==> config.mk <==
export PLATFORM = sky130hd
export DESIGN_NAME = led_control_multi
export DESIGN_NICKNAME = d
export VERILOG_FILES = /design/src/rtl/led_control_multi.sv
export SDC_FILE = /design/constraint.sdc
export NUM_CORES = 1
export LEC_CHECK = 0
export ABC_AREA = 1
export CORE_ASPECT_RATIO = 2
export CORE_MARGIN = 3
export CORE_UTILIZATION = 61
export DETAILED_ROUTE_END_ITERATION = 12
export PLACE_DENSITY_LB_ADDON = 0.08
export SLEW_MARGIN = 5
export SYNTH_ARGS = -nofsm -noshare
export SYNTH_HDL_FRONTEND = slang
export SYNTH_SLANG_ARGS = --single-unit
==> constraint.sdc <==
create_clock -name clock -period 2.2 [get_ports clock]
set_input_delay 0.22 -clock clock [delete_from_list [all_inputs] [get_ports clock]]
set_output_delay 0.22 -clock clock [all_outputs]
set_load 0.005 [all_outputs]
==> src/rtl/led_control_multi.sv <==
// led_control_multi: front-panel LED driver with event flash stretchers, bouncing cylon scan,
// host pattern, PWM dimming and an error blink that overrides every mode.
module led_control_multi #(
  parameter int N_LEDS         = 16,
  parameter int N_EVENTS       = 8,
  parameter int FLASH_CYCLES   = 2000000,
  parameter int BLINK_DIV_BITS = 21,
  parameter int CYLON_DIV_BITS = 20,
  parameter int PWM_BITS       = 4
) (
  input  logic                clock,
  input  logic                reset_n,
  input  logic [1:0]          mode_i,
  input  logic                err_i,
  input  logic                clear_i,
  input  logic [N_EVENTS-1:0] event_i,
  input  logic [N_LEDS-1:0]   status_i,
  input  logic [N_LEDS-1:0]   host_data_i,
  input  logic [PWM_BITS-1:0] brightness_i,
  output logic [N_LEDS-1:0]   led_o,
  output logic                activity_seen_o
);
  localparam int FW = $clog2(FLASH_CYCLES + 1);
  localparam int PW = $clog2(N_LEDS);

  logic [1:0]                mode_q;
  logic [N_LEDS-1:0]         host_q, status_q, led_q, led_d;
  logic [PWM_BITS-1:0]       bright_q, pwm_q;
  logic [FW-1:0]             flash_q [N_EVENTS];
  logic [BLINK_DIV_BITS-1:0] blink_cnt_q;
  logic                      blink_q;
  logic [CYLON_DIV_BITS-1:0] cyl_cnt_q;
  logic [PW-1:0]             pos_q;
  logic                      down_q;
  logic                      act_q;
  logic [N_EVENTS-1:0]       flash;
  logic [N_LEDS-1:0]         logic_pat, cyl_pat, err_pat, pat;

  always_comb begin
    for (int k = 0; k < N_EVENTS; k++) flash[k] = flash_q[k] != '0;
    cyl_pat = '0;
    cyl_pat[pos_q] = 1'b1;
    logic_pat = status_q;
    logic_pat[N_EVENTS-1:0] = status_q[N_EVENTS-1:0] | flash;
    logic_pat[N_LEDS-1] = blink_q;
    for (int k = 0; k < N_LEDS; k++) err_pat[k] = blink_q ^ (k % 2 == 1);
    // LOGIC mode shows the scan until the first event proves the board is alive
    pat = mode_q == 2'd3 ? '0 :
          mode_q == 2'd1 ? host_q :
          (mode_q == 2'd2 || !act_q) ? cyl_pat : logic_pat;
    led_d = err_i ? err_pat : (&bright_q || pwm_q < bright_q) ? pat : '0;
  end

  always_ff @(posedge clock or negedge reset_n) begin
    if (!reset_n) begin
      mode_q      <= '0;
      host_q      <= '0;
      status_q    <= '0;
      bright_q    <= '0;
      pwm_q       <= '0;
      for (int k = 0; k < N_EVENTS; k++) flash_q[k] <= '0;
      blink_cnt_q <= '0;
      blink_q     <= 1'b0;
      cyl_cnt_q   <= '0;
      pos_q       <= '0;
      down_q      <= 1'b0;
      act_q       <= 1'b0;
      led_q       <= '0;
    end else begin
      mode_q      <= mode_i;
      host_q      <= host_data_i;
      status_q    <= status_i;
      bright_q    <= brightness_i;
      pwm_q       <= pwm_q + 1'b1;
      for (int k = 0; k < N_EVENTS; k++)
        flash_q[k] <= event_i[k] ? FW'(FLASH_CYCLES) : flash_q[k] - FW'(flash[k]);
      blink_cnt_q <= blink_cnt_q + 1'b1;
      if (blink_cnt_q == '0) blink_q <= ~blink_q;
      cyl_cnt_q   <= cyl_cnt_q + 1'b1;
      // reversal and step share the same tick so the end positions never dwell
      if (&cyl_cnt_q) begin
        if (pos_q == PW'(N_LEDS - 1)) begin
          pos_q  <= pos_q - 1'b1;
          down_q <= 1'b1;
        end else if (pos_q == '0) begin
          pos_q  <= pos_q + 1'b1;
          down_q <= 1'b0;
        end else begin
          pos_q  <= down_q ? pos_q - 1'b1 : pos_q + 1'b1;
        end
      end
      act_q       <= clear_i ? 1'b0 : |event_i ? 1'b1 : act_q;
      led_q       <= led_d;
    end
  end

  assign led_o           = led_q;
  assign activity_seen_o = act_q;
endmodule

==> key figures, run 1 <==
Outcome
  • Outcome: finished, final reports clean

Routing
  • WL/cell: around 15 um
  • Vias: 11370
  • Drc violations: 0
  • DRT Wirelength: between 30000 and 40000 um
  • Starting DRT DRC Count: ~600
  • Routed vias/inst: about 5.5
  • TritonRoute pass-1 iters: 7
  • Remaining antenna violation count: 0

Setup path
  • Reg-to-reg endpoint: flash_q[8]
  • Reg-to-reg slack, setup: ~0.11 ns
  • Arr. time, crit path: between 2 and 3 ns
  • FF-to-FF path depth: 13
  • Worst Path Max Fanout: 4
  • Crit Path Class: flop to flop
  • Setup crit end kind: flop
  • Required time of the critical path: about 2.7 ns
  • CP startpoint: flash_q[13]
  • Reg2reg start: flash_q[13]
  • CP Launch Type: flop

Layout
  • Number of diodes: 0
  • Share of layout cells above drive strength 1: 0.1226
  • Register area: 0.006833 sq mm
  • Layout area overhead: 18.25%
  • Fill cell total of the finished layout: 1705
  • Area of the multi-input gates: roughly 0.006 sq mm
  • Nets: 1847
  • Final instance area: 0.01597 sq mm

Logic synthesis
  • Count leader, synth: nand2_1
  • Mapped Cells: ~1600
  • Post-Syn Area per Cell: just over 8 sq um
  • Synth unique cells: between 40 and 50
  • Syn_nets: 1712
  • Register area share after synthesis: 0.5059
  • Synth top cells by count: nand2_1 (316), nor2_1 (274), dfrtp_1 (273), inv_1 (164)
  • Synth area leader: dfrtp_1
  • Yosys reg bits: between 200 and 300
  • Synthesized area: about 0.014 sq mm
  • Top FF cell, synth: dfrtp_1
  • EDFF count, synth: 0
  • Yosys top cell area share: 0.5059
  • Largest cells by area after synthesis: dfrtp_1 (51%), nand2_1 (8.8%), nor2_1 (7.6%)
  • Post-synth ARST share: 1.000
  • Ys Warns: 0

Timing
  • Rel. slew slack: 0.6451
  • Top achievable clock speed: 479.1 MHz
  • Clk_skew: 0.01206 ns
  • RSZ-0062 raised after global routing: true
  • Post-layout minimum cycle time: around 2.1 ns
  • Fin. Hold Viols: 0
  • Setup TNS: 0 ns
  • Setup-failing EPs final: 0
  • Final Slew Violations: 0
  • Tcrit/Tclk final: 0.9488
  • Worst-margin pin slew: approximately 0.53 ns

Clocking
  • CTS HTree Levels: 1
  • CTS Buf Count: 24
  • Root Buffer: clkbuf_16
  • TritonCTS clock tree: built
  • Clock transition at the registers of the reported paths: 0.07 ns
  • Max clock buf depth: 3
  • Clock insertion delay at the later pin of the skew report: between 0.5 and 0.6 ns
  • Num Clock Sinks: between 200 and 300

GRT
  • First-pass GRT wire length: roughly 54000 um
  • Largest net degree at the start of global routing: between 60 and 70
  • GRT Overall Usage: 0.2685
  • Initial antenna violation count: 0
  • Total global routing overflow: 0
  • Vias in the first global route: roughly 12000

Die
  • # rows: 76
  • I/O pin cnt: 67
  • Die Width: 111.2 um
  • Core Area: ~0.022 sq mm
  • Die Ht: ~220 um
  • Die area: ~0.024 sq mm
  • Initial Util: 0.6228

Place
  • Final HPWL DP: 23420 um
  • GP Congestion: between 0.9 and 1
  • Port-buffer cells: between 60 and 70
  • Placed instance area: between 0.01 and 0.015 sq mm

Hold path
  • Hold Crit Class: input port to flop
  • Hold-critical path depth: 1
  • Hold endpoint: status_q[8]
  • Hold_sp: status_i[8]

Run
  • Number of max-cap violations: 0

Power
  • Pwr Total: 0.01152 W
  • Leakage dissipation: approximately 7.1 nW
  • Power per Cell Area: 721.3 mW/mm^2
  • Peak VDD IR: a little under 0.001 V
power breakdown:
| part | switching, W | internal, W |
|---|---|---|
| Combinational | 0.000931 | 0.000548 |
| Sequential | 0.000191 | 0.00525 |
| Clock | 0.00185 | 0.00275 |
| Total | 0.00298 | 0.00854 |
metrics by stage:
stage | hold WS, ns | util | worst slack [ns] | cells
2_1_floorplan | -0.07559 | - | 0.2365 | 1635
5_1_grt | 0.1077 | 0.7365 | -0.03476 | 2060
4_1_cts | 0.1092 | 0.7266 | 0.04631 | 2053
3_3_place_gp | 0.1697 | 0.6863 | 0.1138 | 2009
6_report | 0.1251 | 0.7365 | 0.1127 | 2060
3_5_place_dp | 0.1701 | 0.6863 | 0.06518 | 2009
routing by layer:
layer / part of all wire / global-route usage
met1: 0.38 / 0.2962
met2: 0.55 / 0.5157
met3: 0.029 / 0.02319
met4: 0.043 / 0.1198
met5: 0 / 0
state kept, by name, summed over array words and instances, names as in the netlist:
register and count:
flash_q 168, blink_cnt_q 21, cyl_cnt_q 20, host_q 16, led_o 16, status_q 15
bright_q 4, pos_q 4, pwm_q 4, mode_q 2, activity_seen_o 1, blink_q 1
down_q 1
critical path, cell delays in order, from the launching register on:
cell and delay, ns:
dfrtp_1 0.43, nor2_2 0.13, nand2_1 0.11, nor2_2 0.16
nand2_2 0.08, nor2_2 0.10, inv_1 0.07, ha_1 0.20
nand2_1 0.11, nor2_2 0.06, inv_1 0.11, nor3_2 0.06
or2_2 0.29, a21oi_2 0.12
kinds of logic (layout without fill, tap and decap cells):
family,after synthesis,after routing,share of synthesized area
simple gates,852,852,0.2840
flops,273,273,0.5059
buf+inv,191,343,0.05430
xor+xnor,70,70,0.04540
fa+ha+maj,27,27,0.02502
compound gates,222,222,0.08534
layout by cell type (no fill, tap or decap), drive strengths merged, types with 27 or more instances in the layout:
cell type      synthesis  layout
nand2                321     321
nor2                 304     304
dfrtp                273     273
inv                  169     169
nand3                108     108
o21ai                102     102
a21oi                101     101
clkdlybuf4s50          0      64
buf                    6      61
nor3                  49      49
xor2                  46      46
nand4                 36      36
clkbuf                11      36
ha                    27      27
repair_timing:
item | CTS | global route
setup buffers | 0 | 7
setup endpoints to repair | 0 | 44
gates resized for setup | 0 | 59
endpoints found under the hold margin | 50 | 0
hold buffers | 1 | 0
worst max path at each step:
| stage | endpoint |
|---|---|
| 5_1_grt | flash_q[102] |
| 3_3_place_gp | flash_q[8] |
| 2_1_floorplan | flash_q[8] |
| 6_report | flash_q[8] |
| 3_5_place_dp | flash_q[8] |
| 4_1_cts | flash_q[8] |
layout make-up:
| class | instances | share of cell area |
|---|---|---|
| multi-input combinational | 1171 | 0.3818 |
| clock buffer | 36 | 0.04553 |
| inverter | 174 | 0.04106 |
| timing repair buffer | 126 | 0.07381 |
| clock inverter | 7 | 0.008463 |
| tap | 273 | 0.02139 |
| sequential | 273 | 0.4279 |
(Power assumes the default switching activity.)
==> run 2, diff against run 1 <==
--- a/config.mk
+++ b/config.mk
@@ -6,7 +6,6 @@
 export NUM_CORES = 1
 export LEC_CHECK = 0
 export ABC_AREA = 1
-export CORE_ASPECT_RATIO = 2
 export CORE_MARGIN = 3
 export CORE_UTILIZATION = 61
 export DETAILED_ROUTE_END_ITERATION = 12
==> run 2 against run 1 <==
Effect of this change: setup slack better by 0.012 ns; sequential share of layout area decreased by 0.077 points; clock power rose by 2%; highest routed layer unchanged; design area up 0.18%; critical path depth down 1.
==> key figures, run 2 (same netlist as run 1, synthesis figures left out) <==
GRT
  • GRT Overall Usage: 0.2530
  • Total global routing overflow: 0
  • Initial antenna violation count: 1
  • Vias in the first global route: 10870
  • Largest net degree at the start of global routing: between 70 and 80
  • First-pass GRT wire length: slightly above 50000 um

Timing
  • Top achievable clock speed: between 400 and 500 MHz
  • Post-layout minimum cycle time: 2.075 ns
  • Clk_skew: 0.01317 ns
  • Final Slew Violations: 0
  • Final worst slack: between 0.1 and 0.15 ns
  • Worst-margin pin slew: between 0.6 and 0.7 ns
  • Tcrit/Tclk final: 0.9432
  • Setup-failing EPs final: 0
  • Rel. slew slack: 0.5767
  • RSZ-0062 raised after global routing: true
  • Fin. Hold Viols: 0

Run
  • Number of max-cap violations: 0

Routing
  • WL/cell: roughly 15 um
  • Drc violations: 0
  • DRT Wirelength: a little over 30000 um
  • Remaining antenna violation count: 0
  • Routed vias/inst: 5.447
  • Vias: 11280
  • Starting DRT DRC Count: roughly 660
  • TritonRoute pass-1 iters: 5

Clocking
  • Root Buffer: clkbuf_16
  • CTS HTree Levels: 1
  • TritonCTS clock tree: built
  • Clock transition at the registers of the reported paths: around 0.06 ns
  • Num Clock Sinks: approximately 270
  • CTS Buf Count: 29
  • Clock insertion delay at the later pin of the skew report: between 0.5 and 0.6 ns
  • Max clock buf depth: 3

Place
  • Worst slack, placed: roughly 0.092 ns
  • Port-buffer cells: 65
  • Final HPWL DP: approximately 22000 um
  • GP Congestion: 0.9282
  • Placed instance count: 2000

Setup path
  • Worst Path Max Fanout: 7
  • CP Launch Type: flop
  • Crit Path Class: flop to flop
  • Required time of the critical path: between 2 and 3 ns
  • Arr. time, crit path: ~2.5 ns
  • FF-to-FF path depth: 12
  • CP cell instances: nor2_1 -> nand2_1 -> nor2_1 -> nand3_1 -> ha_1 -> inv_1 -> nor2_4 -> nand2_2 -> nor2_4 -> nand4_1 -> xor2_1 -> nor2_1
  • WP buf/inv: 1
  • CP max stage delay: between 0.3 and 0.4 ns
  • Max stage delay cell, worst path: dfrtp_1
  • CP dominant cell by count: nor2_1
  • Setup crit end kind: flop
  • CP Depth: 12
  • Top delay family on crit path: simple AND/OR/NAND/NOR gates

Outcome
  • Outcome: finished, final reports clean

Layout
  • Most flop-heavy register: flash_q
  • Commonest non-fill, non-tap cells in the layout: nand2_1 (310), dfrtp_1 (272), nor2_1 (242)
  • Fill cell total of the finished layout: around 1600
  • Largest registers: flash_q: 168 flops, blink_cnt_q: 21 flops, cyl_cnt_q: 20 flops
  • Share of layout cells above drive strength 1: 0.1270
  • Nets: 1852
  • Largest register FFs: roughly 170
  • Layout area overhead: 18.47%
  • Most common cell after layout, fill and taps aside: nand2_1
  • Post-route insts no fill: 2071

Die
  • Die Ht: approximately 150 um
  • # rows: between 50 and 60
  • Die area: 0.02396 sq mm
  • I/O pin cnt: 67
  • Die Width: ~150 um
  • Core Area: about 0.021 sq mm
  • Initial Util: 0.6324

Power
  • Leakage dissipation: 7.110 nW
  • Peak VDD IR: approximately 0.00056 V
  • Power per Cell Area: 722.6 mW/mm^2

Hold path
  • Hold-critical path depth: 1
  • Hold Crit Class: input port to flop
[run 2: changes by cell type in the layout (fill, tap and decap cells not counted), sizes merged]
cell / change
clkbuf: +3
clkinvlp: +1
clkinv: +6
inv: +1
bufinv: -3
diode: +1
[run 2: final timing paths]
kind,from,end,slack [ns]
max in group asynchronous,reset_n,flash_q[41],1.27
worst min register to register,pwm_q[0],pwm_q[0],0.46
worst max register to register,flash_q[110],flash_q[118],0.12
worst min-delay path,status_i[0],status_q[0],0.11
min in group asynchronous,reset_n,flash_q[130],0.22
worst max-delay path,flash_q[110],flash_q[118],0.12
[run 2: layout make-up]
type / count / area, sq um / area share
Sequential cell: 273 / 6833 / 0.4271
Multi-Input combinational cell: 1171 / 6091 / 0.3808
Tap cell: 275 / 344.1 / 0.02151
Timing Repair Buffer: 126 / 1154 / 0.07212
Clock buffer: 39 / 813.3 / 0.05084
Inverter: 174 / 653.1 / 0.04083
Clock inverter: 12 / 106.4 / 0.006648
Antenna cell: 1 / 2.502 / 0.0001564
[run 2: report_power, final]
group	switching (W)	internal (W)	leakage, nW
logic	0.000906	0.000517	3.34
registers	0.000193	0.00525	3.32
clock network	0.00199	0.00271	0.454
[run 2: stage by stage]
step / area [sq um] / power (W) / TNS [ns] / utilization / hold WS (ns)
floorplan: 13500 / 0.006309 / 0 / - / -0.07559
global placement: 14780 / 0.006833 / 0 / 0.6920 / 0.1961
detailed placement: 14780 / 0.006872 / 0 / 0.6920 / 0.2020
CTS: 15710 / 0.01157 / 0 / 0.7355 / 0.09606
global route: 16000 / 0.01208 / -0.2597 / 0.7492 / 0.09301
finish: 16000 / 0.01156 / 0 / 0.7492 / 0.1139
[run 2: timing repair]
item | in CTS | in global routing
setup endpoints to repair | 0 | 50
hold endpoints to repair | 62 | 0
gates resized for setup | 0 | 55
setup buffers | 0 | 18
hold buffers | 1 | 0
[run 2: metal layers]
metal	track usage	share of wire
met1	0.3534	0.44
met2	0.4237	0.49
met3	0.03302	0.047
met4	0.06434	0.019
met5	0	0
==> run 3, diff against run 2 <==
--- a/config.mk
+++ b/config.mk
@@ -6,8 +6,10 @@
 export NUM_CORES = 1
 export LEC_CHECK = 0
 export ABC_AREA = 1
+export CELL_PAD_IN_SITES_DETAIL_PLACEMENT = 1
+export CELL_PAD_IN_SITES_GLOBAL_PLACEMENT = 1
 export CORE_MARGIN = 3
-export CORE_UTILIZATION = 61
+export CORE_UTILIZATION = 46
 export DETAILED_ROUTE_END_ITERATION = 12
 export PLACE_DENSITY_LB_ADDON = 0.08
 export SLEW_MARGIN = 5
==> run 3 against run 2 <==
Effect of this change: sequential share of layout area decreased by 1.4 points; register-to-register slack about the same; utilization decreased by 17 points; design area increased by 3.5%; die area increased by 31%; first-iteration DRC count decreased by 17%; fmax decreased by 0.28%; global-route usage decreased by 1.3 points; sequential power about the same; power increased by 13%; hold slack improved by 0.037 ns; cell count increased by 5.9%; critical path type unchanged.
==> key figures, run 3 (same netlist as run 1, synthesis figures left out) <==
Power
  • Leakage dissipation: roughly 7.3 nW
  • Pint: between 0.009 and 0.01 W
  • Switching Share: 0.2597
  • Sequential cell fraction of total power: 0.419
  • Sw Pwr: around 0.0034 W
  • Clock share of power: 0.460
  • Gate power share: 0.121
  • Power per Cell Area: 785.9 mW/mm^2
  • Peak VDD IR: 0.0006005 V

Die
  • # rows: 62
  • Initial Util: 0.4692
  • Die Ht: around 180 um
  • Core Area: about 0.029 sq mm
  • Die Width: around 180 um
  • Die area: 0.03145 sq mm
  • I/O pin cnt: between 60 and 70

Timing
  • Final hold slack: around 0.15 ns
  • Setup-failing EPs final: 0
  • Rel. slew slack: 0.5523
  • Clk_skew: around 0.016 ns
  • Worst-margin pin slew: around 0.67 ns
  • Fin. Hold Viols: 0
  • Tcrit/Tclk final: 0.9459
  • Post-layout minimum cycle time: about 2.1 ns
  • Top achievable clock speed: 480.6 MHz
  • Final worst slack: roughly 0.12 ns
  • Final Slew Violations: 0

Setup path
  • CP Launch Type: flop
  • Max stage delay cell, worst path: dfrtp_1
  • Worst Path Max Fanout: 4
  • CP max stage delay: between 0.4 and 0.5 ns
  • CP cell instances: nor2_2 -> nand2_1 -> nor2_2 -> nand2_1 -> nor2_2 -> inv_1 -> ha_2 -> nand2_1 -> nor2_2 -> inv_1 -> nor3_2 -> or2_2 -> a21oi_1
  • Required time of the critical path: ~2.6 ns
  • CP dominant cell by count: nor2_2
  • Setup crit end kind: flop
  • Arr. time, crit path: 2.50 ns
  • Reg-to-reg slack, setup: about 0.12 ns
  • Crit Path Class: flop to flop

Routing
  • WL/cell: 16.90 um
  • Remaining antenna violation count: 0
  • Starting DRT DRC Count: about 550
  • DRT Wirelength: 37090 um
  • TritonRoute pass-1 iters: 5
  • Drc violations: 0
  • Routed vias/inst: roughly 5.3
  • Vias: 11560

GRT
  • GRT Overall Usage: 0.2404
  • Total global routing overflow: 0
  • Vias in the first global route: roughly 12000
  • Largest net degree at the start of global routing: 69
  • Initial antenna violation count: 1
  • First-pass GRT wire length: just over 60000 um

Clocking
  • Clock insertion delay at the later pin of the skew report: 0.51 ns
  • Num Clock Sinks: approximately 270
  • CTS HTree Levels: 2
  • Max clock buf depth: 3
  • TritonCTS clock tree: built
  • Clock transition at the registers of the reported paths: around 0.060 ns
  • CTS Buf Count: 34
  • Root Buffer: clkbuf_16

Outcome
  • Outcome: finished, final reports clean

Place
  • Port-buffer cells: 65
  • Final HPWL DP: about 27000 um
  • Worst slack, placed: 0.005647 ns
  • Placed instance area: ~0.015 sq mm
  • Placed instance count: around 2100
  • GP Congestion: about 0.84

Layout
  • Share of layout cells above drive strength 1: 0.1464
  • Nets: roughly 1900
  • Post-layout util: 0.5753
  • Most flop-heavy register: flash_q
  • Layout area overhead: 22.62%
  • Most common cell after layout, fill and taps aside: nand2_1
  • Post-route insts no fill: around 2200
  • Commonest non-fill, non-tap cells in the layout: nand2_1 (306), dfrtp_1 (269), nor2_1 (228)
  • Largest register FFs: between 150 and 200
  • Number of diodes: 0
  • Largest registers: flash_q: 168 flops, blink_cnt_q: 21 flops, cyl_cnt_q: 20 flops
  • Final instance area: between 0.015 and 0.02 sq mm

Hold path
  • Hold Crit Class: input port to flop

Run
  • Number of max-cap violations: 0
[run 3: cell types whose count changed in the layout (fill, tap and decap cells not counted), moves of 5 or more]
| cell | previous run | this run |
|---|---|---|
| clkbuf_16 | 29 | 37 |
| nor2_2 | 51 | 60 |
| nor2_4 | 11 | 16 |
| nor2_1 | 242 | 228 |
[run 3: layout make-up]
type / instances / area (sq um)
fill: 3462 / 12220
tap: 384 / 480.5
clock inverter: 11 / 183.9
timing repair buffer: 131 / 1204
multi-input combinational: 1171 / 6175
clock buffer: 50 / 1025
inverter: 174 / 653.1
sequential: 273 / 6837
[run 3: worst paths after layout]
kind | from | end | cells after the start
worst max-delay path | flash_q[9] | flash_q[8] | 13
worst min-delay path | mode_i[1] | mode_q[1] | 1
worst max register to register | flash_q[9] | flash_q[8] | 13
worst min register to register | cyl_cnt_q[17] | cyl_cnt_q[17] | 1
max in group asynchronous | reset_n | flash_q[75] | 3
min in group asynchronous | reset_n | flash_q[14] | 2
[run 3: critical path, delay by kind of cell, from the launching register on]
family                   cells  cell delay (ns)
AO/OA/AOI/OAI                1             0.15
adder cells (fa/ha/maj)      1             0.20
buffers and inverters        2             0.17
flip-flops                   1             0.41
AND/OR/NAND/NOR              9             1.08
[run 3: stage by stage]
stage          total power [W]  setup TNS (ns)
2_1_floorplan         0.006309               0
5_1_grt                0.01361         -0.1990
4_1_cts                0.01305               0
3_3_place_gp          0.006924               0
6_report               0.01301               0
3_5_place_dp          0.006985               0
[run 3: routing by layer]
layer  vias up  global-route usage  share of wire
li1       5609                   -              -
met4         2             0.06512          0.024
met1      5734              0.3134           0.45
met5         -                   0        0.00054
met3        68             0.02888          0.027
met2       144              0.4245           0.50
[run 3: power by group through the flow]
stage               Combinational, W  Sequential (W)  Clock (W)
CTS                          0.00149         0.00544    0.00612
global placement             0.00141         0.00551          0
detailed placement           0.00146         0.00552          0
global route                 0.00177         0.00548    0.00636
floorplan                   0.000830         0.00548          0
finish                       0.00157         0.00545    0.00599
[run 3: repair_timing]
| action | in CTS | in global routing |
|---|---|---|
| hold endpoints to repair | 49 | 0 |
| endpoints found under the setup margin | 2 | 72 |
| pin swaps | 2 | 8 |
| buffers inserted | 2 | 11 |
| gates resized for setup | 1 | 85 |
| hold buffers | 1 | 0 |
